<file path="src/rtl/lfsr8.sv">
// lfsr8: 8-bit Fibonacci LFSR, x^8+x^6+x^5+x^4+1, advances only when enabled
module lfsr8 #(
  parameter logic [7:0] SEED = 8'hA5
) (
  input  logic       clk,
  input  logic       rst_n,
  input  logic       en_i,
  output logic [7:0] q_o
);
  logic [7:0] q_q;

  // shift left, feedback from taps 8,6,5,4 into bit 0
  always_ff @(posedge clk or negedge rst_n)
    if (!rst_n) q_q <= SEED;
    else if (en_i) q_q <= {q_q[6:0], q_q[7] ^ q_q[5] ^ q_q[4] ^ q_q[3]};

  assign q_o = q_q;
endmodule

</file>
<file path="config.mk">
export PLATFORM = sky130hd
export DESIGN_NAME = lfsr8
export DESIGN_NICKNAME = d
export VERILOG_FILES = /design/src/rtl/lfsr8.sv
export SDC_FILE = /design/constraint.sdc
export NUM_CORES = 1
export LEC_CHECK = 0
export BUFFER_PORTS_ARGS = -buffer_cell sky130_fd_sc_hd__buf_4
export CAP_MARGIN = 20
export CORE_AREA = 2 2 39 41
export CTS_BUF_LIST = sky130_fd_sc_hd__clkbuf_8
export DETAILED_ROUTE_END_ITERATION = 10
export DIE_AREA = 0 0 41 43
export PLACE_DENSITY = 0.42
export SLEW_MARGIN = 20
export SYNTH_ARGS = -nofsm -noshare
export SYNTH_HDL_FRONTEND = slang
export SYNTH_SLANG_ARGS = --single-unit
</file>
<file path="constraint.sdc">
create_clock -name clk -period 2.85 [get_ports clk]
set_clock_uncertainty 0.15 [all_clocks]
set_input_delay 0 -clock clk [delete_from_list [all_inputs] [get_ports clk]]
set_output_delay 0 -clock clk [all_outputs]
set_load 0.01 [all_outputs]
</file>
==> After elaboration in Yosys (flattened, before gate mapping) <==
Cells that the tools add are included.
{ "totals": {"regBits": 8, "input_bits": 3, "out_inout_bits": 8, "wordCells": 4} }
{ "op_classes": {"n_bitwise": 3} }
{ "op_table": {"columns": ["cell", "n"], "rows": [
  ["XOR 1 bit", 3]
]} }

==> Depth between registers and ports, before layout <==
{ "logic_depth": {"depth_word": 3, "mapped_depth": 3, "mapped_depth_nobuf": 3} }

==> Least setup slack after synthesis <==
No wires, ideal clock.
{ "synth_timing": {"path_type": "register -> register", "from": "reg q_q[5] (netlist: q_o[5])", "to": "reg q_q[0] (netlist: q_o[0])", "setup_ns": 0.084, "arrival_time_ns": 0.889, "required_ns": 2.616, "path_slack_ns": 1.726, "stages_incl_launch_ff": 4, "path_buffers": 0, "period_less_slack_ns": 1.124, "path_cell_list": "dfstp_2 > xnor2_1 > xnor2_1 > a21oi_1"} }
{ "synth_between": {"elab_chain_len": 3} }
{ "synth_lines": {"columns": ["element", "line", "source"], "rows": [
  ["from (decl)", "10", "logic [7:0] q_q;"],
  ["from (signal assigned)", "15", "else if (en_i) q_q <= {q_q[6:0], q_q[7] ^ q_q[5] ^ q_q[4] ^ q_q[3]};"],
  ["XOR 1 bit (3 in a row)", "15", null]
]} }
No other way between the ends.
A chain may end at the register's enable or synchronous reset.

==> Worst setup path after layout <==
Same ends and word-level chain as after synthesis.

==> metrics list <==
- The run finished with clean final reports.
- Detailed-route vias per instance: approximately 4.1
- Post-route setup slack: approximately 1700 ps
- First-pass iteration count of the detailed router: 2
- Measured against its own limit, the worst slew margin works out to 0.847.
* Share of layout cells above drive strength 1: 0.667
- Of the available clock period, the critical path in the final layout requires 0.407.
- Once layout is complete, the utilization of the core stands at 0.351.
- Antenna violations before repair: 0
- Width of the die: about 41 um
- First-pass GRT wire length: 986 um
* NumNets Final: 41
* DRC: 0
- Number of buffers inserted for hold repair after clock tree synthesis: 3
- First DRT Iteration DRCs: 5
* H-Tree Level Count: 1
* Pwr per Cell Area: approximately 1300 nW/um^2
- The worst register-to-register path ends at q_o[0]$_DFFE_PN1P_.
- In this run the core area contains 14 standard-cell rows.
- For this block, the via count after detailed routing is 211.
- Derived from the worst setup path, the maximum achievable clock frequency is 862 MHz.
- For the worst setup path, the data required time is ~2900 ps.
* Buffers added on ports: 10
* Setup fix buffers added after clock tree synthesis: 0
- Syn_area_per_cell: approximately 15 um^2
* Power consumption: ~620 uW
* Post-Syn Area: about 320 um^2
* Wirelength per Cell: around 12 um
- When the netlist entered floorplanning its net count stood at 24.
* Total clock buffers created by CTS: 3
- Flop-to-flop setup slack: between 1500 and 2000 ps
- Adding up every negative setup slack in the final design gives 0 ps.
* Via count of the first global-routing pass: 227
- 11 I/O pins were placed.
- Final Setup Violations: 0
- For the finished layout, the period the worst path requires is approximately 1200 ps.
- Post-cts resize count: 0
* Worst-path fanout max: 4
- Final antenna-violating net count: 0
- Max-Cap Viols: 0
- Count of state elements after synthesis: 8
- Entering global routing, the biggest net connects 10 pins.
- All-Layer GR Usage: 0.0931
* Critical path class: reg2reg
- Summed over all layers, the routed wires come to approximately 630 um.
* Gate count after technology mapping: 21
* Yosys warning total: 0
- The floorplan step defined a core boundary enclosing 1380 um^2.
- TritonCTS clock tree: built
- Class of the tightest hold or removal check: in2async
* Number of distinct library cells after synthesis: 7
- Hold timing on the final database bottoms out at a slack of between 100 and 150 ps.
* Register area share after synthesis: 0.633
* Final hold viol count: 0
* Initial core utilization: 0.234
* Count of clock tree sinks: 8
* Critical path data arrival time: about 1200 ps
- Setup repair after global routing missed its margin: no
- The number of antenna diodes in the final layout is 0.
- OpenSTA, run right after detailed placement, puts the worst setup slack at between 1500 and 2000 ps.
- Reg2reg start: q_o[5]$_DFFE_PN1P_
- For the pin with the worst max-slew slack, the measured transition is between 200 and 250 ps.
* Static power due to leakage: 0.000204 uW
* Die Area: about 1800 um^2
* Kind of end point of the critical path: register
- Counting cells, the worst reg-to-reg path comes to 3.
- Clock Latency Late Sink: approximately 220 ps
* Total congestion overflow: 0
- The worst-case IR drop observed on VDD is ~530 uV.
- Max FFs per register: 8
* Type of element launching the critical path: register
* Clock input transition at the sequential cells of the worst setup and hold paths: 40 ps
* Largest buffer count on any clock path: 2
* Post-synthesis to final-layout area growth: 49.8%
- RePlAce Congestion: 0.619
- The cell sitting at the root of the clock tree is a clkbuf_8.
- Height of the chip: between 40 and 50 um
* Number of max-slew violations in the final report: 0
-- final cells by class --
class,count,area (um^2)
Clock buffer,3,41.3
Fill cell,143,898
Multi-Input combinational cell,12,114
Sequential cell,8,205
Tap cell,16,20.0
Timing Repair Buffer,13,105
-- cells by family after synthesis --
| group | share of synthesized area |
|---|---|
| flip-flops | 0.633 |
| multiplexers | 0.243 |
| XOR/XNOR | 0.0811 |
| AO/OA/AOI/OAI | 0.0154 |
| AND/OR/NAND/NOR | 0.0116 |
| buffers and inverters | 0.0154 |
-- worst max-delay path: stages (launching register included) --
cell,delay (ps)
dfstp_2,560
xnor2_1,140
xnor2_1,90
a21oi_1,160
-- cell usage after synthesis, drive strengths merged --
cell | count | area, um^2
dfrtp | 4 | 100
buf | 1 | 5.00
xnor2 | 3 | 26.3
nor2 | 1 | 3.75
mux2 | 7 | 78.8
dfstp | 4 | 105
a21oi | 1 | 5.00
-- worst max path at each step --
stage / from / end / slack (ps) / cells past startpoint
6_report: q_o[5]$_DFFE_PN1P_ / q_o[0]$_DFFE_PN1P_ / 1690 / 3
5_1_grt: q_o[5]$_DFFE_PN1P_ / q_o[0]$_DFFE_PN1P_ / 1610 / 3
4_1_cts: q_o[5]$_DFFE_PN1P_ / q_o[0]$_DFFE_PN1P_ / 1680 / 3
3_5_place_dp: q_o[5]$_DFFE_PN1P_ / q_o[0]$_DFFE_PN1P_ / 1690 / 3
3_3_place_gp: q_o[5]$_DFFE_PN1P_ / q_o[0]$_DFFE_PN1P_ / 1690 / 3
2_1_floorplan: q_o[5]$_DFFE_PN1P_ / q_o[0]$_DFFE_PN1P_ / 1730 / 3
-- metrics by stage --
step           cells  area [um^2]
4_1_cts           52          485
3_3_place_gp      46          414
2_1_floorplan     21          324
5_1_grt           52          485
3_5_place_dp      46          414
6_report          52          485
-- layer usage --
metal | GRT usage | routed length (um) | part of all wire | vias up
met1 | 0.109 | 288 | 0.46 | 101
met3 | 0.0471 | 52 | 0.082 | 0
li1 | - | - | - | 100
met4 | 0.0800 | 0 | 0 | 0
met2 | 0.119 | 290 | 0.46 | 10
met5 | 0 | 0 | 0 | -
-- power by group --
group          leakage (uW)  internal, uW  switching, uW  total, uW
clock network     0.0000216          91.2           41.8        133
logic             0.0000955           151           90.9        242
registers         0.0000873           195           53.7        248
total              0.000204           437            186        624
-- placed cells by master, fill, tap and decap left out --
cell type / netlist / final
buf_4: 0 / 10
mux2_2: 7 / 7
dfstp_2: 4 / 4
dfrtp_1: 4 / 4
xnor2_1: 3 / 3
clkbuf_8: 0 / 3
dlygate4sd3_1: 0 / 3
nor2_1: 1 / 1
a21oi_1: 1 / 1
Power figures use the tool's default switching activity.
